## config.mk

```make
export PLATFORM = sky130hd
export DESIGN_NAME = arbitro_rr4
export DESIGN_NICKNAME = d
export VERILOG_FILES = /design/src/rtl/arbitro_rr4_pkg.sv /design/src/rtl/mux4a1.sv /design/src/rtl/arbitro_rr4.sv
export SDC_FILE = /design/constraint.sdc
export NUM_CORES = 1
export LEC_CHECK = 0
export ABC_AREA = 0
export CORE_AREA = 5 5 42 44
export CTS_CLUSTER_DIAMETER = 50
export DETAILED_ROUTE_END_ITERATION = 8
export DIE_AREA = 0 0 47 49
export HOLD_SLACK_MARGIN = 0.06
export PLACE_DENSITY = 0.69
export SETUP_SLACK_MARGIN = 0.1
export SYNTH_ARGS = -nofsm -noshare
export SYNTH_HDL_FRONTEND = slang
export SYNTH_SLANG_ARGS = --single-unit
```

## constraint.sdc

```tcl
create_clock -name clk -period 4.11 [get_ports clk]
set_input_delay 0.6165 -clock clk [delete_from_list [all_inputs] [get_ports clk]]
set_output_delay 0.6165 -clock clk [all_outputs]
set_load 0.005 [all_outputs]
```

## src/rtl/arbitro_rr4_pkg.sv

```systemverilog
// Shared definitions for the four-way round-robin arbiter: requester count,
// FSM encoding, pointer reset value and the rotating-priority scan.
package arbitro_rr4_pkg;

    localparam int N_REQ = 4;
    localparam logic [1:0] LAST_RST = 2'b11;

    typedef enum logic {
        ST_IDLE  = 1'b0,
        ST_GRANT = 1'b1
    } arb_state_t;

    // Returns {found, index}; the scan starts one past last and wraps back to last.
    function automatic logic [2:0] rr_pick(input logic [N_REQ-1:0] req_v,
                                           input logic [1:0]       last_v);
        logic [2:0] res;
        logic [1:0] idx;
        res = 3'b000;
        for (int k = N_REQ; k >= 1; k--) begin
            idx = last_v + 2'(k);
            if (req_v[idx]) res = {1'b1, idx};
        end
        return res;
    endfunction

endpackage

```

## src/rtl/mux4a1.sv

```systemverilog
// Shared 4-input, 1-bit multiplexer placed on the arbitrated data path.
module mux4a1 (
    input  logic       a_i,
    input  logic       b_i,
    input  logic       c_i,
    input  logic       d_i,
    input  logic [1:0] sel_i,
    output logic       out_o
);

    always_comb begin
        case (sel_i)
            2'd0:    out_o = a_i;
            2'd1:    out_o = b_i;
            2'd2:    out_o = c_i;
            default: out_o = d_i;
        endcase
    end

endmodule

```

## src/rtl/arbitro_rr4.sv

```systemverilog
// Round-robin owner of mux4a1: registered one-hot grant and select, back-to-back handoff.
// Build option: define ARB_TIMEOUT_EN to force release after MAX_HOLD consecutive cycles.
module arbitro_rr4
    import arbitro_rr4_pkg::*;
#(
    parameter int MAX_HOLD = 8,
    parameter int HOLD_W   = 4
) (
    input  logic             clk,
    input  logic             reset,
    input  logic [N_REQ-1:0] req,
    input  logic [N_REQ-1:0] d,
    output logic [N_REQ-1:0] gnt,
    output logic [1:0]       sel,
    output logic             busy,
    output logic             out
);

    if (MAX_HOLD < 1 || MAX_HOLD > 15 || (2**HOLD_W) <= MAX_HOLD) begin : g_bad_cfg
        $error("arbitro_rr4: MAX_HOLD must be 1..15 and fit in HOLD_W bits");
    end

    arb_state_t        state_q, state_d;
    logic [N_REQ-1:0]  gnt_q, gnt_d;
    logic [1:0]        sel_q, sel_d;
    logic [1:0]        last_q, last_d;
    logic [HOLD_W-1:0] cnt_q, cnt_d;
    logic [2:0]        pick;
    logic              expire;
    logic              mux_y;

`ifdef ARB_TIMEOUT_EN
    assign expire = (cnt_q == HOLD_W'(MAX_HOLD - 1));
`else
    assign expire = 1'b0;
`endif

    assign pick = rr_pick(req, last_q);

    always_comb begin
        state_d = state_q;
        gnt_d   = gnt_q;
        sel_d   = sel_q;
        last_d  = last_q;
        cnt_d   = cnt_q;
        case (state_q)
            ST_IDLE: begin
                if (pick[2]) begin
                    state_d = ST_GRANT;
                    gnt_d   = N_REQ'(1) << pick[1:0];
                    sel_d   = pick[1:0];
                    last_d  = pick[1:0];
                    cnt_d   = '0;
                end
            end
            ST_GRANT: begin
                if (req[sel_q] && !expire) begin
                    if (cnt_q != '1) cnt_d = cnt_q + 1'b1;
                end else if (pick[2]) begin
                    // last equals the owner here, so a lone owner wraps back to itself
                    gnt_d  = N_REQ'(1) << pick[1:0];
                    sel_d  = pick[1:0];
                    last_d = pick[1:0];
                    cnt_d  = '0;
                end else begin
                    state_d = ST_IDLE;
                    gnt_d   = '0;
                    cnt_d   = '0;
                end
            end
            default: begin
                state_d = ST_IDLE;
                gnt_d   = '0;
            end
        endcase
    end

    always_ff @(posedge clk) begin
        if (reset) begin
            state_q <= ST_IDLE;
            gnt_q   <= '0;
            sel_q   <= 2'b00;
            last_q  <= LAST_RST;
            cnt_q   <= '0;
        end else begin
            state_q <= state_d;
            gnt_q   <= gnt_d;
            sel_q   <= sel_d;
            last_q  <= last_d;
            cnt_q   <= cnt_d;
        end
    end

    mux4a1 u_mux (
        .a_i   (d[0]),
        .b_i   (d[1]),
        .c_i   (d[2]),
        .d_i   (d[3]),
        .sel_i (sel_q),
        .out_o (mux_y)
    );

    assign gnt  = gnt_q;
    assign sel  = sel_q;
    assign busy = (state_q == ST_GRANT);
    assign out  = busy & mux_y;

endmodule

```

Yosys cells after proc, flatten, opt, wreduce, memory -nomap -nowiden. Index checks and enable logic that the tools add are counted.

Add/sub/neg operators: 3. Multiply operators: 0. Div/mod/pow operators: 0. Magnitude comparators: 5. Equal/unequal tests: 4. Shift-type cells: 1. Mux-type cells: 28. Bitwise operators: 2. Reduce and logical (&&, ||, !) cells: 2.

Operators with widths (count): $lt 2x3->1 const B (5); $mux 3 (4); $mux 4 (3); $bmux 1 s2 (5); $mux 2 (4); $pmux 2 s2 (2); $pmux 4 s2 (1); $mux 1 (7); $add 2x2->2 const B (2); $ne 2x2->1 const B (2); $shl 1x2->4 const A (1); $pmux 1 s3 (1); $add 2x1->2 const B (1); $eq 2x1->1 const B (1); $eq 2x2->1 const B (1); $logic_not 2->1 (1); $pmux 1 s2 (1); $reduce_and 2->1 (1); $and 1x1->1 (1); $not 1->1 (1).

Register bits after elaboration: 9. Bits in latches: 0. RAM bits: 0. Bits in read-only memories: 0. Logic and storage cells: 49. Memories kept: 0.

Logic depth before layout (Yosys ltp). Gate-level depths: netlist of the first run.

Depth in word-level cells: 10. Depth in mapped cells: 5. Mapped depth without buffers: 4.

Cells and area by module. Synthesis of the first run repeated with hierarchy kept, for this count alone.

Cells, all modules: 51. Area, all modules: 489.2 µm².

Modules (own cells, without submodules): arbitro_rr4 (instances 1, cells an instance 50, area each 466.7 µm², seq. area each 180.2 µm²); mux4a1 (instances 1, cells an instance 1, area each 22.5 µm², seq. area each 0.0 µm²).

Worst setup path after synthesis of the first run. OpenSTA, ideal clock, no wires.

Path kind: input to output. Start point: input d[1]. End point: output out. Arrival time: 1.248 ns. Data required time: 3.493 ns. Setup slack: 2.246 ns. Stages on the path: 2. Path through: mux4_1 and2_1.

Cells in the longest elaborated chain, start to end: 2.

Ends and longest elaborated chain: from (decl) (line arbitro_rr4.sv:12) `input logic [N_REQ-1:0] d,`; $pmux 1 s3 (line mux4a1.sv:12) `case (sel_i)`; $and 1x1->1 (line arbitro_rr4.sv:106) `assign out = busy & mux_y;`; to (decl) (line arbitro_rr4.sv:16) `output logic out`.

No other way between the ends.

Worst setup path in the final report of the first run. Same ends and word-level chain as after synthesis.

==> results.yml, run 1 <==
logic_synthesis:
  yosysUniqueCellTypes: 28
  synth_area_per_cell_um2: 9.29
  synth.mux.area_fraction_pct: 14.7
  syn_nets: 64
  synth_top_family_by_area: "simple AND/OR/NAND/NOR gates"
  synth_seq_cells: 9
  synth_area_um2: 502
  syn_inst: 54
  synth-simple-area-share_pct: 24.4
  ys_seq_area_share_pct: 35.9
  synth_compound_area_share_pct: 22.4
  yosysTopAreaCellShare_pct: 35.9
  ys_top_cells_by_area: "dfxtp_1 (36%), nand3b_1 (6.0%), mux4_1 (5.2%), a21oi_1 (5.0%), mux4_2 (4.5%)"
  synth_fa_ha_area_share_pct: 0
  synth_top_area_cell: "dfxtp_1"
  synth_xor_area_share_pct: 0
  yosysWarnings: 0
drt:
  ant_nets: 0
  drt-total-wl_um: 1170
  drc_errors: 0
  detail_route.wl_per_cell_um: 13.2
  drtIter0Drc: 11
  vias: 480
  drtPass1Iterations: 4
  via_per_inst: 5.39
layout:
  finalCoreUtilization_pct: 50.6
  final_common_cell: "clkdlybuf4s50_1"
  drive_gt1_share_pct: 13.7
  nets: 84
  layout_common_cells: "clkdlybuf4s50_1 (17), dfxtp_1 (9), nand2_1 (5), a21oi_1 (5)"
  final_cell_area_um2: 709
  area.growth.synth_to_final_pct: 41.4
  antenna_cells: 0
floorplan:
  die_h_um: 49
  placeableCoreArea_mm2: 0.00140
  std_cell_rows: 14
  pin_count: 18
  die_w_um: 47
  dieArea_mm2: 0.00230
  initial_core_util_pct: 35.8
placement:
  gp_congestion: 0.722
  pre_cts_ws_ns: 1.39
  dp_hpwl_um: 865
  portBuffers: 17
  place_area_um2: 683
clock_network:
  clock_sinks: 9
  tritoncts: "built"
  post_cts_buffers: 0
  cts_max_level: 1
  ctsResizeCount: 0
  cts_hold_buf: 0
  clkLatencyLatePin_ns: 0.26
  clock-root-buffer: "clkbuf_4"
  clkTransAtPathRegs_ns: 0.06
  max-clock-path-buffers: 2
  cts_buffers: 3
global_routing:
  grt_max_degree: 12
  antenna_found_initial: 0
  grt.total_usage_pct: 12.0
  grt_first_pass_wirelength_um: 2080
  grt.overflow.total: 0
  grt_pass1_vias: 484
setup_path:
  cp_max_fo: 1
  critPathSlowestCell: "mux4_1"
  max_stage_delay_ns: 0.48
  crit_buf_inv: 2
  critPathCaptureType: "output port"
  worst_ep_arrival_time_ns: 2.10
  cp_data_required_time_ns: 3.49
  cp-start-kind: "input port"
  critical_path.top_delay_family: "buffers and inverters"
  crit_path_frequent_cell: "clkdlybuf4s50_1"
  path_class: "input port to output port"
  crit_chain: "clkdlybuf4s50_1, mux4_1, and2_1, clkdlybuf4s50_1"
sta:
  tightest_slew_ns: 0.484
  fmax_mhz: 368
  setup_viol: 0
  fin_crit_ns: 2.72
  finalHoldViolCount: 0
  setup_ws_ns: 1.39
  tns_ns: 0
  slew_violations: 0
  relSlewSlack_pct: 67.5
  rsz0062_at_grt: "no"
  period_share_pct: 66.2
  fin_skew_ns: 0.00851
pwr:
  power_leakage_nw: 0.272
  power_density_mw_per_mm2: 358
  vdd_ir_drop_max_v: 0.000163
  total_power_uw: 254
outcome:
  outcome: "complete, no violations"
run:
  drv_cap: 0
worst_hold_path:
  min_path_type: "flip-flop to flip-flop"
final cells by class:
| type | instances | area, µm² |
|---|---|---|
| fill | 141 | 692 |
| sequential | 9 | 180 |
| multi-input combinational | 42 | 309 |
| inverter | 1 | 3.75 |
| clock buffer | 4 | 26.3 |
| tap | 16 | 20.0 |
| timing repair buffer | 17 | 170 |
synth_stat cells:
cell / number
a31oi_1: 1
clkbuf_1: 1
clkbuf_2: 1
o211ai_1: 1
and2_1: 1
mux4_1: 1
a21o_1: 1
o21bai_1: 1
nor3_2: 1
o31ai_1: 2
or2_2: 1
a21bo_2: 1
nor4_2: 1
mux2_4: 1
a21oi_1: 5
nor2_1: 4
o21ai_0: 2
nand2b_1: 3
o22ai_1: 1
nand3b_1: 4
mux4_2: 1
mux2i_1: 1
a21o_2: 1
inv_1: 1
dfxtp_1: 9
a211o_1: 1
nor3_1: 1
nand2_1: 5
where the power goes:
group / switching [mW] / internal [mW]
sequential: 0.0106 / 0.0975
combinational: 0.0306 / 0.0450
clock: 0.0331 / 0.0374
cells by family (layout without fill, tap and decap cells):
| family | after synthesis | after routing |
|---|---|---|
| buffers and inverters | 3 | 22 |
| multiplexers | 4 | 4 |
| AND/OR/NAND/NOR | 21 | 21 |
| AO/OA/AOI/OAI | 17 | 17 |
| flip-flops | 9 | 9 |
through the flow:
stage | hold slack, ns | instances
final | 0.455 | 89
after global routing | 0.481 | 89
after CTS | 0.457 | 89
after detailed placement | 0.449 | 85
after global placement | 0.447 | 85
after floorplan | 0.453 | 54
routing by layer:
layer | vias up | GRT usage, % | wire, µm
met5 | - | 0 | 0
met4 | 0 | 3.23 | 0
met3 | 0 | 6.64 | 120
met2 | 19 | 18.3 | 539
met1 | 222 | 14.3 | 512
li1 | 239 | - | -
state kept, by name, summed over array words and instances (netlist names):
signal and flops:
gnt 4, last_q 2, sel 2, busy 1
worst paths after layout:
check,startpoint,endpoint,slack (ns),cells after the start
setup reg to reg,sel[0],gnt[1],2.43,4
hold reg to reg,gnt[3],gnt[3],0.45,2
setup / recovery,d[1],out,1.39,4
hold / removal,gnt[3],gnt[3],0.45,2
worst reg2reg max path, delay by kind of cell, from the launching register on:
| kind | cells | cell delay, ns |
|---|---|---|
| AOI/OAI and AO/OA | 3 | 0.62 |
| DFF | 1 | 0.42 |
| muxes | 1 | 0.57 |
No activity file was read; power rests on OpenSTA's default activity.
==> run 2: changes to the inputs <==
Clock period 4.11 ns to 2.8 ns, I/O delays scaled along.
==> results of run 2 <==
The final DEF is identical to that of run 1. Status: complete, no violations.
Main changes from that run: setup slack after placement 1.39 ns -> 0.469 ns; setup slack after layout 1.39 ns -> 0.473 ns; register-to-register setup slack 2.43 ns -> 1.12 ns; total power 0.254 mW -> 0.373 mW; worst IR drop on VDD 0.000163 V -> 0.000239 V
